**src/rtl/egr_pfs_dpb_ptr_tx.sv**
```systemverilog
`default_nettype none
// ============================================================================
// Module   : egr_pfs_dpb_ptr_tx
// Brief    : Buffers released segment pointers and returns them to the Dirty
//            Pointer Broker in request-driven bursts of 1..MAX_BURST beats.
// Revision : 1.0 - initial release
// ============================================================================
module egr_pfs_dpb_ptr_tx #(
  parameter int PTR_W     = 20,
  parameter int DEPTH     = 16,
  parameter int MAX_BURST = 4,
  parameter int CNT_W     = $clog2(DEPTH + 1)
) (
  input  logic             cclk,
  input  logic             rst,
  input  logic             pfs_rel_valid,
  input  logic [PTR_W-1:0] pfs_rel_ptr,
  output logic             pfs_rel_full,
  input  logic             dpb_req,
  input  logic [2:0]       dpb_req_num,
  output logic             dpb_req_rdy,
  output logic             dpb_rsp_valid,
  output logic [PTR_W-1:0] dpb_rsp_ptr,
  output logic             dpb_rsp_nack,
  output logic             dpb_rsp_last,
  output logic [CNT_W-1:0] ptr_cnt,
  output logic             ovf_err,
  output logic [7:0]       drop_cnt
);

  localparam int       c_addr_w = $clog2(DEPTH);
  localparam bit [2:0] c_max    = 3'(MAX_BURST);

  typedef enum logic [0:0] {
    ST_IDLE  = 1'b0,
    ST_BURST = 1'b1
  } state_t;

  state_t              r_state;
  state_t              w_state_nxt;
  logic [PTR_W-1:0]    r_mem [DEPTH];
  logic [c_addr_w-1:0] r_wr_ptr;
  logic [c_addr_w-1:0] r_rd_ptr;
  logic [CNT_W-1:0]    r_count;
  logic [2:0]          r_remaining;
  logic [2:0]          w_rem_nxt;
  logic [2:0]          w_clamp;
  logic                r_ovf;
  logic [7:0]          r_drop;
  logic                w_full;
  logic                w_empty;
  logic                w_push;
  logic                w_drop;
  logic                w_pop;
  logic                w_rdy;
  logic                w_valid;
  logic                w_nack;
  logic                w_last;
  logic [PTR_W-1:0]    w_ptr;

  // Full/empty come from the registered count, so a same-cycle pop never
  // frees a slot for a push and a same-cycle push never feeds a beat.
  assign w_full  = (r_count == CNT_W'(DEPTH));
  assign w_empty = (r_count == '0);
  assign w_push  = pfs_rel_valid & ~w_full;
  assign w_drop  = pfs_rel_valid & w_full;

  assign w_clamp = (dpb_req_num == 3'd0)  ? 3'd1  :
                   (dpb_req_num > c_max)  ? c_max : dpb_req_num;

  always_comb begin
    w_state_nxt = r_state;
    w_rem_nxt   = r_remaining;
    w_pop       = 1'b0;
    w_rdy       = 1'b0;
    w_valid     = 1'b0;
    w_nack      = 1'b0;
    w_last      = 1'b0;
    w_ptr       = '0;
    case (r_state)
      ST_IDLE: begin
        w_rdy = ~rst;
        if (dpb_req && !rst) begin
          w_rem_nxt   = w_clamp;
          w_state_nxt = ST_BURST;
        end
      end
      ST_BURST: begin
        if (!rst) begin
          w_valid = 1'b1;
          if (!w_empty) begin
            w_ptr     = r_mem[r_rd_ptr];
            w_pop     = 1'b1;
            w_rem_nxt = r_remaining - 3'd1;
            if (r_remaining == 3'd1) begin
              w_last      = 1'b1;
              w_state_nxt = ST_IDLE;
            end
          end else begin
            w_nack      = 1'b1;
            w_last      = 1'b1;
            w_state_nxt = ST_IDLE;
          end
        end
      end
      default: w_state_nxt = ST_IDLE;
    endcase
  end

  always_ff @(posedge cclk) begin
    if (rst) begin
      r_state     <= ST_IDLE;
      r_remaining <= '0;
      r_wr_ptr    <= '0;
      r_rd_ptr    <= '0;
      r_count     <= '0;
      r_ovf       <= 1'b0;
      r_drop      <= '0;
    end else begin
      r_state     <= w_state_nxt;
      r_remaining <= w_rem_nxt;
      if (w_push) r_wr_ptr <= r_wr_ptr + 1'b1;
      if (w_pop)  r_rd_ptr <= r_rd_ptr + 1'b1;
      case ({w_push, w_pop})
        2'b10:   r_count <= r_count + 1'b1;
        2'b01:   r_count <= r_count - 1'b1;
        default: r_count <= r_count;
      endcase
      if (w_drop) begin
        r_ovf <= 1'b1;
        if (r_drop != 8'hFF) r_drop <= r_drop + 8'd1;
      end
    end
  end

  always_ff @(posedge cclk) begin
    if (w_push && !rst) r_mem[r_wr_ptr] <= pfs_rel_ptr;
  end

  assign pfs_rel_full  = w_full;
  assign dpb_req_rdy   = w_rdy;
  assign dpb_rsp_valid = w_valid;
  assign dpb_rsp_ptr   = w_ptr;
  assign dpb_rsp_nack  = w_nack;
  assign dpb_rsp_last  = w_last;
  assign ptr_cnt       = r_count;
  assign ovf_err       = r_ovf;
  assign drop_cnt      = r_drop;

endmodule
`default_nettype wire

```
**config.mk**
```make
export PLATFORM = sky130hd
export DESIGN_NAME = egr_pfs_dpb_ptr_tx
export DESIGN_NICKNAME = d
export VERILOG_FILES = /design/src/rtl/egr_pfs_dpb_ptr_tx.sv
export SDC_FILE = /design/constraint.sdc
export NUM_CORES = 1
export LEC_CHECK = 0
export BUFFER_PORTS_ARGS = -buffer_cell sky130_fd_sc_hd__buf_2
export CAP_MARGIN = 20
export CORE_ASPECT_RATIO = 0.7
export CORE_MARGIN = 3
export CORE_UTILIZATION = 41
export DETAILED_ROUTE_END_ITERATION = 6
export SKIP_CTS_REPAIR_TIMING = 1
export SYNTH_ARGS = -nofsm -noshare
export SYNTH_HDL_FRONTEND = slang
export SYNTH_SLANG_ARGS = --single-unit
```
**constraint.sdc**
```tcl
create_clock -name cclk -period 5.2 [get_ports cclk]
set_clock_uncertainty 0.05 [all_clocks]
set_input_delay 0.52 -clock cclk [delete_from_list [all_inputs] [get_ports cclk]]
set_output_delay 0.52 -clock cclk [all_outputs]
set_load 0.01 [all_outputs]
```
# After elaboration in Yosys (flattened, before gate mapping)
# Memory sizes are Yosys's and may differ from the RTL's. A register that Yosys moved wholly into a read port is not among the register bits.
# Cells that the tools add are included.
op_classes:
  n_mux: 30
  order_cmp: 1
  n_reduce_logical: 8
  n_eq_ne: 7
  n_addsub: 6
  n_bitwise: 5
op_table:
  columns: ["cell", "n"]
  rows:
  - ["20-bit two-way mux", 3]
  - ["1-bit two-way mux", 18]
  - ["3-bit two-way mux", 4]
  - ["5-bit case mux with 2 select lines", 1]
  - ["4-bit by 1-bit adder with 4-bit output, second input constant", 2]
  - ["8-bit by 1-bit adder with 8-bit output, second input constant", 1]
  - ["4-bit two-way mux", 2]
  - ["8-bit != test, second input constant", 1]
  - ["3-bit case mux with 2 select lines", 1]
  - ["5-bit by 1-bit adder with 5-bit output, second input constant", 1]
  - ["5-bit equality test, second input constant", 1]
  - ["5-bit zero test", 1]
  - ["5-bit by 1-bit subtractor with 5-bit output, second input constant", 1]
  - ["2-bit != test, second input constant", 2]
  - ["2-bit AND reduction", 2]
  - ["3-bit by 1-bit equality test with 1-bit output, second input constant", 1]
  - ["3-bit greater-than comparator, second input constant", 1]
  - ["3-bit zero test", 1]
  - ["1-bit NOT", 3]
  - ["3-bit by 1-bit subtractor with 3-bit output, second input constant", 1]
  - ["1-bit bitwise AND", 2]
  - ["2-bit by 1-bit equality test with 1-bit output, second input constant", 1]
  - ["2-bit equality test, second input constant", 1]
  - ["1-bit logical AND", 2]
  - ["other kinds (3)", 3]
word_totals:
  regBits: 26
  output_inout_bits: 39
  ram_bits: 320
  mem_count: 1
mem_list:
  columns: ["name", "words", "width", "read_ports", "rd_ports_with_merged_regs", "wr", "line", "rtl"]
  rows:
  - ["r_mem", 16, 20, 1, 1, 1, "41", "logic [PTR_W-1:0] r_mem [DEPTH];"]

# Depth between registers and ports, before layout
depth:
  word_depth: 6
  ltp_mapped: 13

# Worst setup path after synthesis
# OpenSTA, ideal clock, no wires.
synth_path:
  path_kind: "register to register"
  from: "reg r_count[2] (netlist: ptr_cnt[2])"
  to: "mem r_mem[0][0], enable pin"
  arrival_time_ns: 2.756
  path_buffers: 1
  required_ns: 4.728
  setup_ns: 0.422
  stages_incl_launch_ff: 6
  slack_ns: 1.971
  path_cell_list: "dfxtp_1 > clkbuf_1 > nor4_2 > a211oi_1 > nand2_1 > nor3_1"
synth_via:
  elab_chain_cells: 6
synth_rtl:
  columns: ["item", "line", "rtl"]
  rows:
  - ["start, declared", "44", "logic [CNT_W-1:0] r_count;"]
  - ["start signal, assigned", "125", "2'b10: r_count <= r_count + 1'b1;"]
  - ["start signal, assigned", "126", "2'b01: r_count <= r_count - 1'b1;"]
  - ["start signal, assigned", "127", "default: r_count <= r_count;"]
  - ["5-bit equality test", "63", "assign w_full = (r_count == CNT_W'(DEPTH));"]
  - ["1-bit NOT", "65", "assign w_push = pfs_rel_valid & ~w_full;"]
  - ["1-bit bitwise AND", "65", null]
  - ["1-bit logical AND", "137", "if (w_push && !rst) r_mem[r_wr_ptr] <= pfs_rel_ptr;"]
  - ["1-bit two-way mux", "137", null]
  - ["1-bit two-way mux (implied by the code)", "137", null]
  - ["end, declared", "41", null]
# No other way between the ends.

==> reports/results.tsv <==
metric	value	unit
outcome	finished, final reports clean	
finalSetupViolations	0	
ys_ff_latch	350	
cts_sinks	350	
final_cells	1269	
overflow	0	
worstPathCellList	buf_12, mux4_2, nor2b_1, a211oi_1, nor3_1, buf_2	
fmax	273.0	MHz
synth_cell_type_count	48	
core	32690	um^2
worst_path_max_delay_cell	dfxtp_4	
worstMarginPinSlew	1.062	ns
core.rowCount	55	
groute.usage.overall	0.1751	
arrival	3.09	ns
htreeDepth	2	
r2r_end	ptr_cnt[4]	
ant_nets	0	
required	4.63	ns
setup_slack	1.537	ns
power	6.000	mW
synthCells	733	
async_flop_share	0	
grt_max_degree	64	
cp-endpoint	dpb_rsp_ptr[8]	
gp_congestion	0.7711	
synth_area_leaders	edfxtp_1 (70%), mux4_2 (13%), dfxtp_1 (4.4%), a211oi_1 (1.5%), nor2b_1 (0.95%)	
die_h	159.4	um
yosysSeqAreaShare	0.7406	
tns	0	ns
first_global_vias	7073	
synth-edff-count	320	
start_util	0.4217	
die_w	225.2	um
firstDrtPassIters	5	
cts.path.max_buffers	3	
num_io_pins	66	
drv_slew	0	
portBuffers	65	
leakagePower	5.067	nW
antenna_found_initial	3	
clk_latency	0.51	ns
yosysTopAreaCell	edfxtp_1	
initialDrtViolationCount	667	
cts_tree	built	
cts_buffers	36	
yosys_most_used_dff	edfxtp_1	
num_vias	7028	
maxCapViolCount	0	
ff2ff_setup_slack	1.98	ns
yosysWarnings	0	
yosysTopAreaCellShare	0.6970	
hold_class	in -> reg	
rsz0062_at_grt	false	
pwr_density_cell	377.8	nW/um^2
viasPerCell	5.538	
synthToLayoutAreaGrowth	15.19	%
syn_avg_cell_area	18.81	um^2
die-area	35890	um^2
worst_path_largest_cell_delay	0.87	ns
min_period_over_period	0.7044	
placed_cells	1205	
finalHoldViolations	0	
fin_nets	853	
route.detailed.drc	0	
wl_per_cell	24.27	um
syn-cell-area	13790	um^2
critPathMaxFanout	35	
syn_nets	770	
hold_ws	0.3043	ns
r2r_cells	10	
root_buffer	clkbuf_16	
dp_slack	1.973	ns
grt_pass1_wl	46730	um
crit_type	reg -> out	
clk_pin_slew_worst_paths	0.06	ns
hpwl	17400	um
r2r-start	ptr_cnt[3]	
critPathCaptureType	primary output	
routed_wirelength	30800	um
period_needed	3.663	ns
drive_gt1_frac	0.2961	
slew_headroom	0.2881	
min_path_cells	3	
critPathLaunchType	flip-flop	
vdd_drop_max	298.2	uV
[sequential cells by signal, summed over array words and instances (netlist names), named ones only]
signal / flops
r_remaining: 3
drop_cnt: 8
r_mem: 320
r_state: 1
ptr_cnt: 5
ovf_err: 1
r_wr_ptr: 4
r_rd_ptr: 4
[synthesized netlist by cell type, types with 9 or more instances]
| library cell | instances |
|---|---|
| a21oi_1 | 18 |
| nor2_1 | 33 |
| nor2b_1 | 21 |
| mux4_2 | 80 |
| inv_1 | 15 |
| o22ai_1 | 21 |
| dfxtp_1 | 30 |
| a211oi_1 | 27 |
| clkbuf_1 | 31 |
| edfxtp_1 | 320 |
| nor3_1 | 25 |
| nand2_1 | 14 |
| buf_2 | 9 |
| ha_1 | 10 |
[placed cells by master, fill, tap and decap left out, drive strengths merged, types with 2 or more instances in the layout]
| master | n |
|---|---|
| or3b | 2 |
| bufinv | 4 |
| o31ai | 6 |
| xnor2 | 3 |
| edfxtp | 320 |
| clkinv | 15 |
| inv | 18 |
| nor2 | 33 |
| nor2b | 21 |
| xor2 | 5 |
| clkbuf | 41 |
| mux4 | 80 |
| nor3b | 2 |
| dfxtp | 30 |
| a21oi | 18 |
| nor3 | 25 |
| o211ai | 2 |
| mux2i | 3 |
| or3 | 5 |
| nand3 | 8 |
| o21ai | 6 |
| o22ai | 21 |
| a221oi | 2 |
| nand2 | 14 |
| nand2b | 7 |
| ha | 10 |
| a211oi | 27 |
| a21o | 2 |
| buf | 90 |
| or4 | 5 |
[where the power goes]
part | internal [mW] | switching, mW
combinational | 0.138 | 0.177
clock | 1.50 | 1.04
sequential | 3.10 | 0.0407
total | 4.74 | 1.26
[critical path: cells and delay by family, from the launching register on]
kind                   cells  cell delay [ns]
AO/OA/AOI/OAI              1             0.40
buffers and inverters      2             0.50
AND/OR/NAND/NOR            2             0.25
flip-flops                 1             0.87
multiplexers               1             0.54
[metal layers]
| metal | vias to the layer above | share of wire | track usage |
|---|---|---|---|
| li1 | 3155 | - | - |
| met1 | 3636 | 0.47 | 0.2659 |
| met2 | 188 | 0.46 | 0.2638 |
| met3 | 45 | 0.059 | 0.03612 |
| met4 | 4 | 0.015 | 0.03752 |
| met5 | - | 0.00094 | 0 |
[kinds of logic after synthesis]
group	share of synthesized area
xor+xnor	0.005083
buf+inv	0.01770
mux	0.1337
fa+ha+maj	0.009076
simple gates	0.04928
flops	0.7406
compound gates	0.04456
[how the worst min path moves through the flow]
stage                         startpoint        endpoint  slack (ns)
after floorplan           r_remaining[2]  r_remaining[2]        0.41
after global placement           ovf_err         ovf_err        0.38
after detailed placement         ovf_err         ovf_err        0.39
after CTS                        dpb_req         r_state        0.28
after global routing             dpb_req         r_state        0.29
final                            dpb_req         r_state        0.30
[area by class of cell]
type	count	area, um^2
antenna	1	2.502
sequential	350	10220
clock inverter	22	216.5
fill	2683	16810
tap	427	534.3
clock buffer	41	940.9
timing repair buffer	90	525.5
multi-input combinational	323	3386
inverter	15	56.30
[per-stage QoR]
step | util | cell area (um^2)
final | 0.4858 | 15880
after global routing | 0.4858 | 15880
after CTS | 0.4857 | 15880
after detailed placement | 0.4503 | 14720
after global placement | 0.4503 | 14720
after floorplan | - | 13790
Note: power is estimated with default switching activity, not from simulation.
